File: config.mk
export PLATFORM = sky130hd
export DESIGN_NAME = time_count_cfg_flat
export DESIGN_NICKNAME = d
export VERILOG_FILES = /design/src/rtl/time_count_cfg_if.sv /design/src/rtl/time_count_cfg.sv /design/src/flat_wrapper.sv
export SDC_FILE = /design/constraint.sdc
export NUM_CORES = 1
export LEC_CHECK = 0
export ABC_CLOCK_PERIOD_IN_PS = 2400
export CAP_MARGIN = 10
export CORE_MARGIN = 1.5
export CORE_UTILIZATION = 48
export CTS_CLUSTER_DIAMETER = 80
export DETAILED_ROUTE_END_ITERATION = 10
export GPL_TIMING_DRIVEN = 0
export PLACE_DENSITY = 0.88
export SLEW_MARGIN = 20
export SYNTH_ARGS = -nofsm -noshare
export SYNTH_HDL_FRONTEND = slang
export SYNTH_SLANG_ARGS = --single-unit
File: constraint.sdc
create_clock -name clk -period 2.4 [get_ports clk]
set_clock_uncertainty 0.2 [all_clocks]
set_input_delay 0.36 -clock clk [delete_from_list [all_inputs] [get_ports clk]]
set_output_delay 0.36 -clock clk [all_outputs]
set_load 0.03 [all_outputs]
File: src/rtl/time_count_cfg_if.sv
// Control, load, alarm and display signals of the time_count_cfg real-time counter.
// The master drives the controls; the slave (the counter) drives time and pulses.
interface time_count_cfg_if;
    logic       run;
    logic       mode_12h;
    logic       set_en;
    logic [4:0] set_hour;
    logic [5:0] set_min;
    logic [5:0] set_sec;
    logic       alarm_en;
    logic [4:0] alarm_hour;
    logic [5:0] alarm_min;
    logic [4:0] hour;
    logic [5:0] min;
    logic [5:0] sec;
    logic       pm;
    logic       tick_1s;
    logic       day_wrap;
    logic       alarm;
    logic       set_err;
    logic       flag_scan;

    modport master (
        output run, mode_12h, set_en, set_hour, set_min, set_sec,
               alarm_en, alarm_hour, alarm_min,
        input  hour, min, sec, pm, tick_1s, day_wrap, alarm, set_err, flag_scan
    );

    modport slave (
        input  run, mode_12h, set_en, set_hour, set_min, set_sec,
               alarm_en, alarm_hour, alarm_min,
        output hour, min, sec, pm, tick_1s, day_wrap, alarm, set_err, flag_scan
    );
endinterface

File: src/rtl/time_count_cfg.sv
// Settable hh:mm:ss counter with 1 s prescaler, 12/24 h display, hh:mm alarm
// and a free-running display-scan strobe for the segment driver.
module time_count_cfg #(
    parameter int CLK_FREQ = 50_000_000,
    parameter int SCAN_DIV = 1000,
    parameter int CNT_W    = 26,
    parameter int SCAN_W   = 10
) (
    input logic            clk,
    input logic            rst,
    time_count_cfg_if.slave bus
);
    localparam logic [CNT_W-1:0]  PRE_LAST  = CNT_W'(CLK_FREQ - 1);
    localparam logic [SCAN_W-1:0] SCAN_LAST = SCAN_W'(SCAN_DIV - 1);

    logic [CNT_W-1:0]  pre_cnt;
    logic [SCAN_W-1:0] scan_cnt;
    logic [4:0]        hour_r;
    logic [5:0]        min_r;
    logic [5:0]        sec_r;
    logic              tick_r, wrap_r, alarm_r, err_r, scan_r;

    logic [4:0] hour_nx;
    logic [5:0] min_nx;
    logic [5:0] sec_nx;
    logic       wrap_nx;
    logic       set_ok;
    logic       alarm_hit;

    // NOTE: every always_comb output gets a default first so no path can infer a latch.
    always_comb begin
        sec_nx  = sec_r + 6'd1;
        min_nx  = min_r;
        hour_nx = hour_r;
        wrap_nx = 1'b0;
        if (sec_r == 6'd59) begin
            sec_nx = 6'd0;
            min_nx = min_r + 6'd1;
            if (min_r == 6'd59) begin
                min_nx  = 6'd0;
                hour_nx = hour_r + 5'd1;
                if (hour_r == 5'd23) begin
                    hour_nx = 5'd0;
                    wrap_nx = 1'b1;
                end
            end
        end
    end

    assign set_ok = bus.set_en && (bus.set_hour <= 5'd23) &&
                    (bus.set_min <= 6'd59) && (bus.set_sec <= 6'd59);

    // Out-of-range alarm settings can never match because the time never reaches them.
    assign alarm_hit = bus.alarm_en && (bus.alarm_hour <= 5'd23) && (bus.alarm_min <= 6'd59) &&
                       (hour_nx == bus.alarm_hour) && (min_nx == bus.alarm_min) &&
                       (sec_nx == 6'd0);

    // NOTE: sequential state uses non-blocking assignments so all registers update together.
    always_ff @(posedge clk) begin
        if (rst) begin
            pre_cnt  <= '0;
            scan_cnt <= '0;
            hour_r   <= 5'd0;
            min_r    <= 6'd0;
            sec_r    <= 6'd0;
            tick_r   <= 1'b0;
            wrap_r   <= 1'b0;
            alarm_r  <= 1'b0;
            err_r    <= 1'b0;
            scan_r   <= 1'b0;
        end else begin
            if (scan_cnt == SCAN_LAST) begin
                scan_cnt <= '0;
                scan_r   <= 1'b1;
            end else begin
                scan_cnt <= scan_cnt + 1'b1;
                scan_r   <= 1'b0;
            end

            tick_r  <= 1'b0;
            wrap_r  <= 1'b0;
            alarm_r <= 1'b0;
            err_r   <= 1'b0;

            // A valid load wins over a coincident tick and restarts the second.
            if (set_ok) begin
                hour_r  <= bus.set_hour;
                min_r   <= bus.set_min;
                sec_r   <= bus.set_sec;
                pre_cnt <= '0;
            end else begin
                err_r <= bus.set_en;
                if (bus.run) begin
                    if (pre_cnt == PRE_LAST) begin
                        pre_cnt <= '0;
                        hour_r  <= hour_nx;
                        min_r   <= min_nx;
                        sec_r   <= sec_nx;
                        tick_r  <= 1'b1;
                        wrap_r  <= wrap_nx;
                        alarm_r <= alarm_hit;
                    end else begin
                        pre_cnt <= pre_cnt + 1'b1;
                    end
                end
            end
        end
    end

    // 12 h view: 0 shows as 12, 13..23 fold down by 12.
    always_comb begin
        bus.hour = hour_r;
        if (bus.mode_12h) begin
            if (hour_r == 5'd0)
                bus.hour = 5'd12;
            else if (hour_r > 5'd12)
                bus.hour = hour_r - 5'd12;
        end
    end

    assign bus.pm        = (hour_r >= 5'd12);
    assign bus.min       = min_r;
    assign bus.sec       = sec_r;
    assign bus.tick_1s   = tick_r;
    assign bus.day_wrap  = wrap_r;
    assign bus.alarm     = alarm_r;
    assign bus.set_err   = err_r;
    assign bus.flag_scan = scan_r;
endmodule

File: src/flat_wrapper.sv
// flat-port wrapper written by rule: the top's interface ports become plain ports
module time_count_cfg_flat 
#(
    parameter int CLK_FREQ = 50_000_000,
    parameter int SCAN_DIV = 1000,
    parameter int CNT_W    = 26,
    parameter int SCAN_W   = 10
)
  (clk, rst, bus_run, bus_mode_12h, bus_set_en, bus_set_hour, bus_set_min, bus_set_sec, bus_alarm_en, bus_alarm_hour, bus_alarm_min, bus_hour, bus_min, bus_sec, bus_pm, bus_tick_1s, bus_day_wrap, bus_alarm, bus_set_err, bus_flag_scan);
  time_count_cfg_if bus_i ();
  input logic clk;
  input logic rst;
  input wire logic [$bits(bus_i.run)-1:0] bus_run;
  input wire logic [$bits(bus_i.mode_12h)-1:0] bus_mode_12h;
  input wire logic [$bits(bus_i.set_en)-1:0] bus_set_en;
  input wire logic [$bits(bus_i.set_hour)-1:0] bus_set_hour;
  input wire logic [$bits(bus_i.set_min)-1:0] bus_set_min;
  input wire logic [$bits(bus_i.set_sec)-1:0] bus_set_sec;
  input wire logic [$bits(bus_i.alarm_en)-1:0] bus_alarm_en;
  input wire logic [$bits(bus_i.alarm_hour)-1:0] bus_alarm_hour;
  input wire logic [$bits(bus_i.alarm_min)-1:0] bus_alarm_min;
  output wire logic [$bits(bus_i.hour)-1:0] bus_hour;
  output wire logic [$bits(bus_i.min)-1:0] bus_min;
  output wire logic [$bits(bus_i.sec)-1:0] bus_sec;
  output wire logic [$bits(bus_i.pm)-1:0] bus_pm;
  output wire logic [$bits(bus_i.tick_1s)-1:0] bus_tick_1s;
  output wire logic [$bits(bus_i.day_wrap)-1:0] bus_day_wrap;
  output wire logic [$bits(bus_i.alarm)-1:0] bus_alarm;
  output wire logic [$bits(bus_i.set_err)-1:0] bus_set_err;
  output wire logic [$bits(bus_i.flag_scan)-1:0] bus_flag_scan;
  assign bus_i.run = bus_run;
  assign bus_i.mode_12h = bus_mode_12h;
  assign bus_i.set_en = bus_set_en;
  assign bus_i.set_hour = bus_set_hour;
  assign bus_i.set_min = bus_set_min;
  assign bus_i.set_sec = bus_set_sec;
  assign bus_i.alarm_en = bus_alarm_en;
  assign bus_i.alarm_hour = bus_alarm_hour;
  assign bus_i.alarm_min = bus_alarm_min;
  assign bus_hour = bus_i.hour;
  assign bus_min = bus_i.min;
  assign bus_sec = bus_i.sec;
  assign bus_pm = bus_i.pm;
  assign bus_tick_1s = bus_i.tick_1s;
  assign bus_day_wrap = bus_i.day_wrap;
  assign bus_alarm = bus_i.alarm;
  assign bus_set_err = bus_i.set_err;
  assign bus_flag_scan = bus_i.flag_scan;
  time_count_cfg #(.CLK_FREQ(CLK_FREQ), .SCAN_DIV(SCAN_DIV), .CNT_W(CNT_W), .SCAN_W(SCAN_W)) u_core (.clk(clk), .rst(rst), .bus(bus_i));
endmodule
## Word level (Yosys, flattened, before mapping)

Cells that the tools add are included.

- $add $sub $neg: 6
- Order comparisons: 7
- Equal/unequal tests: 7
- Multiplexer cells: 22
- Bitwise logic cells: 4
- Reductions and logical operators: 18

Operators by type and width:

| kind | number |
|---|---|
| 2-to-1 mux 6 bit | 9 |
| 2-to-1 mux 5 bit | 9 |
| adder 26 x 1 -> 26 bit (second input constant) | 1 |
| == test 26 bit (second input constant) | 1 |
| 2-to-1 mux 26 bit | 1 |
| less-or-equal comparator 6 bit (second input constant) | 3 |
| adder 6 x 1 -> 6 bit (second input constant) | 2 |
| == test 6 bit (second input constant) | 2 |
| adder 10 x 1 -> 10 bit (second input constant) | 1 |
| == test 10 bit (second input constant) | 1 |
| less-or-equal comparator 5 bit (second input constant) | 2 |
| logical AND 1 bit | 8 |
| == test 6 bit | 1 |
| zero test 6 bit | 1 |
| OR reduction 6 bit | 1 |
| adder 5 x 1 -> 5 bit (second input constant) | 1 |
| == test 5 bit | 1 |
| == test 5 bit (second input constant) | 1 |
| greater-or-equal comparator 5 x 4 -> 1 bit (second input constant) | 1 |
| > comparator 5 x 4 -> 1 bit (second input constant) | 1 |
| zero test 5 bit | 1 |
| subtractor 5 x 4 -> 5 bit (second input constant) | 1 |
| NOT 1 bit | 4 |
| nonzero test 2 bit | 2 |
| 5 further kinds | 8 |

- Register bits: 58
- Input port bits: 34
- Logic and storage cells: 74

## Longest topological paths before layout

- Depth in word-level cells: 8
- Mapped depth: 10
- Depth with buffers taken out: 9

## Least setup slack after synthesis

No wires, ideal clock.

- Kind: reg-to-reg
- Start: register u_core.sec_r[0], in the netlist u_core.bus.sec[0]
- End: register u_core.alarm_r, in the netlist u_core.bus.alarm
- Setup time: 0.088 ns
- Arrival time: 2.416 ns
- Data required time: 2.112 ns
- Slack: -0.303 ns
- Stages on the path, launching flop included: 9
- Buffers on the path: 1
- Cell sequence: dfxtp_1 -> ha_1 -> and2_1 -> buf_2 -> nand4_4 -> or3_1 -> and3_1 -> or4_1 -> nor4_2

- Longest elaborated chain between the ends: 6
- Elaborated cells between the ends (all ways): 11

RTL lines:

| what | RTL line | source |
|---|---|---|
| start: declaration | time_count_cfg.sv:20 | `logic [5:0] sec_r;` |
| start signal: assignment | time_count_cfg.sv:89 | `sec_r <= bus.set_sec;` |
| start signal: assignment | time_count_cfg.sv:98 | `sec_r <= sec_nx;` |
| parallel branches: the longest is 5 deep, another holds adder 6 x 1 -> 6 bit | -- |  |
| logical AND 1 bit * | time_count_cfg.sv:55 | `(hour_nx == bus.alarm_hour) && (min_nx == bus.alarm_min) &&` |
| end signal: assignment | time_count_cfg.sv:101 | `alarm_r <= alarm_hit;` |
| end: declaration | time_count_cfg.sv:21 | `logic tick_r, wrap_r, alarm_r, err_r, scan_r;` |

Mark *: on every way between the ends.
A chain may end at the register's enable or synchronous reset.

## Worst setup path after layout

- Start: register u_core.sec_r[1], in the netlist u_core.bus.sec[1]
- End: register u_core.alarm_r, in the netlist u_core.bus.alarm

Same word-level chain as after synthesis.

==> summary.md <==
| Metric | Value |
|---|---|
| Run status | `completed` |
| Synthesized cell area | `3440 um2` |
| Layout cells sized above 1 | `0.209` |
| Hold Path Class | `reg -> reg` |
| Die width | `87.7 um` |
| Vias in the first global route | `3341` |
| Slowest cell on crit path | `or4_4` |
| PortBufs | `56` |
| Row Count | `30` |
| Pwr Density | `535 nW/um2` |
| Post-Place Cells | `587` |
| Total negative slack | `0 ns` |
| Core Region | `6870 um2` |
| Count of final hold-check violations | `0` |
| Syn Area/Cell | `7.92 um2` |
| Post-synth EDFFs | `0` |
| Layout overhead on the synthesized area | `36.4%` |
| Share of the synthesized area in the top cell type | `0.337` |
| Vias after detailed routing | `3756` |
| Max-slew headroom | `0.570` |
| DP Area | `4170 um2` |
| RSZ-0062 raised after global routing | `yes` |
| Seq cells post-synth | `58` |
| Ys Warns | `0` |
| # fillers | `555` |
| Setup crit end kind | `flop` |
| Final period util | `0.999` |
| List of most frequent post-synthesis cells | `68 x nor2_1, 58 x dfxtp_1, 29 x nand3_1, 28 x nand2_1, 22 x xor2_1` |
| CTS sink count | `58` |
| Crit-path cells | `ha_4 -> and2_4 -> buf_6 -> nand4_4 -> or3_4 -> and3_4 -> or4_4 -> nor4_2` |
| Lkg Pwr | `1.66 nW` |
| Multi-input gate area | `2300 um2` |
| Final setup violation count | `0` |
| H-tree levels | `3` |
| Inserted Diodes | `0` |
| F_max | `0.417 GHz` |
| Final min period | `2.40 ns` |
| Max Cap Violations | `0` |
| Ys flop type | `dfxtp_1` |
| DIE AREA | `7690 um2` |
| Drt drc | `0` |
| Worst-case clock buffer depth | `2` |
| Cts hold-fix bufs | `0` |
| Initial core utilization | `0.501` |
| First-pass DRT Iterations | `5` |
| I/O Pins | `57` |
| Die H | `87.7 um` |
| Reg2reg path depth | `8` |
| Syn Inst Count | `435` |
| Cell with the most instances after synthesis | `nor2_1` |
| Worst-Skew Late Latency | `0.36 ns` |
| Post-route ant nets | `0` |
| DP HPWL | `6.56 mm` |
| Number of antenna violations at the first check in global routing | `0` |
| Largest cells by area after synthesis | `dfxtp_1 34%, nor2_1 7.4%, xor2_1 5.6%` |
| Post-layout instance area | `4700 um2` |
| Mean routed wirelength per cell | `16.3 um` |
| Crit path capture | `u_core.bus.alarm` |
| Hold Crit Start | `u_core.scan_cnt[0]` |
| Slew @ Worst Pin | `0.645 ns` |
| Final Max Tran Viols | `0` |
| First-pass GRT wire length | `15.3 mm` |
| DRT Wirelength | `10.1 mm` |
| Seq/Total Area, Yosys | `0.337` |
| Layout Cells excl Fill | `618` |
| RR Startpoint | `u_core.bus.sec[1]` |
| Critical register-to-register path endpoint | `u_core.bus.alarm` |
| Library cells used by synthesis | `51` |
| Sequential cell area | `1200 um2` |
| R2R setup slack | `0.003 ns` |
| CTS Buf Count | `9` |
| Critical Path RT | `2.47 ns` |
| CTS tree | `built` |
| RD Place Congestion | `0.978` |
| Critical Path Source Type | `flop` |
| Clock root buffer | `clkbuf_8` |
| DRT iter0 DRCs | `436` |
| GR Overflow Total | `0` |
| Via/cell ratio | `6.08` |
| CP startpoint | `u_core.bus.sec[1]` |
| Largest net degree at the start of global routing | `11` |
| Clk slew on worst S/H paths | `0.08 ns` |
| CP peak stage delay | `0.50 ns` |
| Arrival time at the worst endpoint | `2.47 ns` |
| Post-synth ARST share | `0` |
| GRT Total Usage | `0.254` |
| Peak VDD IR | `0.348 mV` |
| Synth area leader | `dfxtp_1` |
| Final nets | `560` |
| Worst-path maximum fanout | `7` |
| Critical path class | `reg -> reg` |
| Syn Nets | `478` |
-- timing repair --
action                                 4_1_cts  5_1_grt
setup endpoints to repair                   42       40
endpoints found under the hold margin        0        0
pin swaps                                    4       15
resized for setup                           47       54
setup buffers                                6       10
-- per-layer routing --
| metal | global-route usage | vias to the layer above | wire length (um) |
|---|---|---|---|
| li1 | - | 1727 | - |
| met3 | 0.0481 | 52 | 848 |
| met1 | 0.311 | 1743 | 3940 |
| met2 | 0.415 | 234 | 4870 |
| met5 | 0 | - | 0 |
| met4 | 0.147 | 0 | 390 |
-- power by group --
part | internal [mW] | switching (mW)
Combinational | 0.201 | 0.253
Sequential | 0.994 | 0.0461
Clock | 0.609 | 0.409
-- per-stage QoR --
stage	util	power [mW]	hold WS (ns)	setup WS, ns
global route	0.684	2.59	0.314	-0.0795
floorplan	-	1.29	0.226	0.000876
detailed placement	0.606	1.48	0.257	-0.609
global placement	0.606	1.47	0.242	-0.532
CTS	0.656	2.49	0.273	-0.0330
finish	0.684	2.51	0.266	0.00316
-- flip-flops by register name, indices dropped and copies added, names as in the netlist --
name,cells
u_core.bus.alarm,1
u_core.bus.set_err,1
u_core.bus.min,6
u_core.bus.flag_scan,1
u_core.hour_r,5
u_core.bus.day_wrap,1
u_core.bus.tick_1s,1
u_core.pre_cnt,26
u_core.bus.sec,6
u_core.scan_cnt,10
-- how the worst min path moves through the flow --
stage | endpoint | slack [ns] | cells after the start
after floorplan | u_core.scan_cnt[0] | 0.23 | 1
after global placement | u_core.scan_cnt[0] | 0.24 | 1
after detailed placement | u_core.scan_cnt[0] | 0.26 | 1
after CTS | u_core.scan_cnt[0] | 0.27 | 1
after global routing | u_core.scan_cnt[0] | 0.31 | 1
final | u_core.scan_cnt[0] | 0.27 | 1
-- cells by family after synthesis --
| group | count (synthesis) | synth area share |
|---|---|---|
| AND/OR/NAND/NOR | 217 | 0.333 |
| AO/OA/AOI/OAI | 67 | 0.131 |
| adder cells (fa/ha/maj) | 9 | 0.0327 |
| buffers and inverters | 37 | 0.0443 |
| multiplexers | 4 | 0.0116 |
| flip-flops | 58 | 0.337 |
| XOR/XNOR | 43 | 0.109 |
-- critical path, delay by kind of cell, from the launching register on --
| family | cells | cell delay [ns] |
|---|---|---|
| adders and majority gates | 1 | 0.17 |
| DFF | 1 | 0.39 |
| and+or+nand+nor | 6 | 1.43 |
| buffers and inverters | 1 | 0.12 |
-- placed cells by master, fill, tap and decap left out, drive strengths merged, types with 5 or more instances in the layout --
master	Yosys	layout
a211oi	6	6
a21oi	11	11
a311oi	10	10
and2	6	6
and3	14	14
buf	10	32
clkbuf	15	24
clkdlybuf4s50	0	49
dfxtp	58	58
ha	9	9
inv	12	12
nand2	29	29
nand3	30	30
nand4	15	15
nand4b	5	5
nor2	68	68
nor3	16	16
nor4	9	9
o21ai	21	21
o31ai	6	6
or3	6	6
xnor2	21	21
xor2	22	22
-- cell type report --
type | count | area share
tap | 96 | 0.0256
clock inverter | 5 | 0.0165
multi-input combinational | 340 | 0.490
timing repair buffer | 72 | 0.143
buffer | 24 | 0.0301
clock buffer | 11 | 0.0301
inverter | 12 | 0.00959
sequential | 58 | 0.255
(Power assumes the default switching activity.)
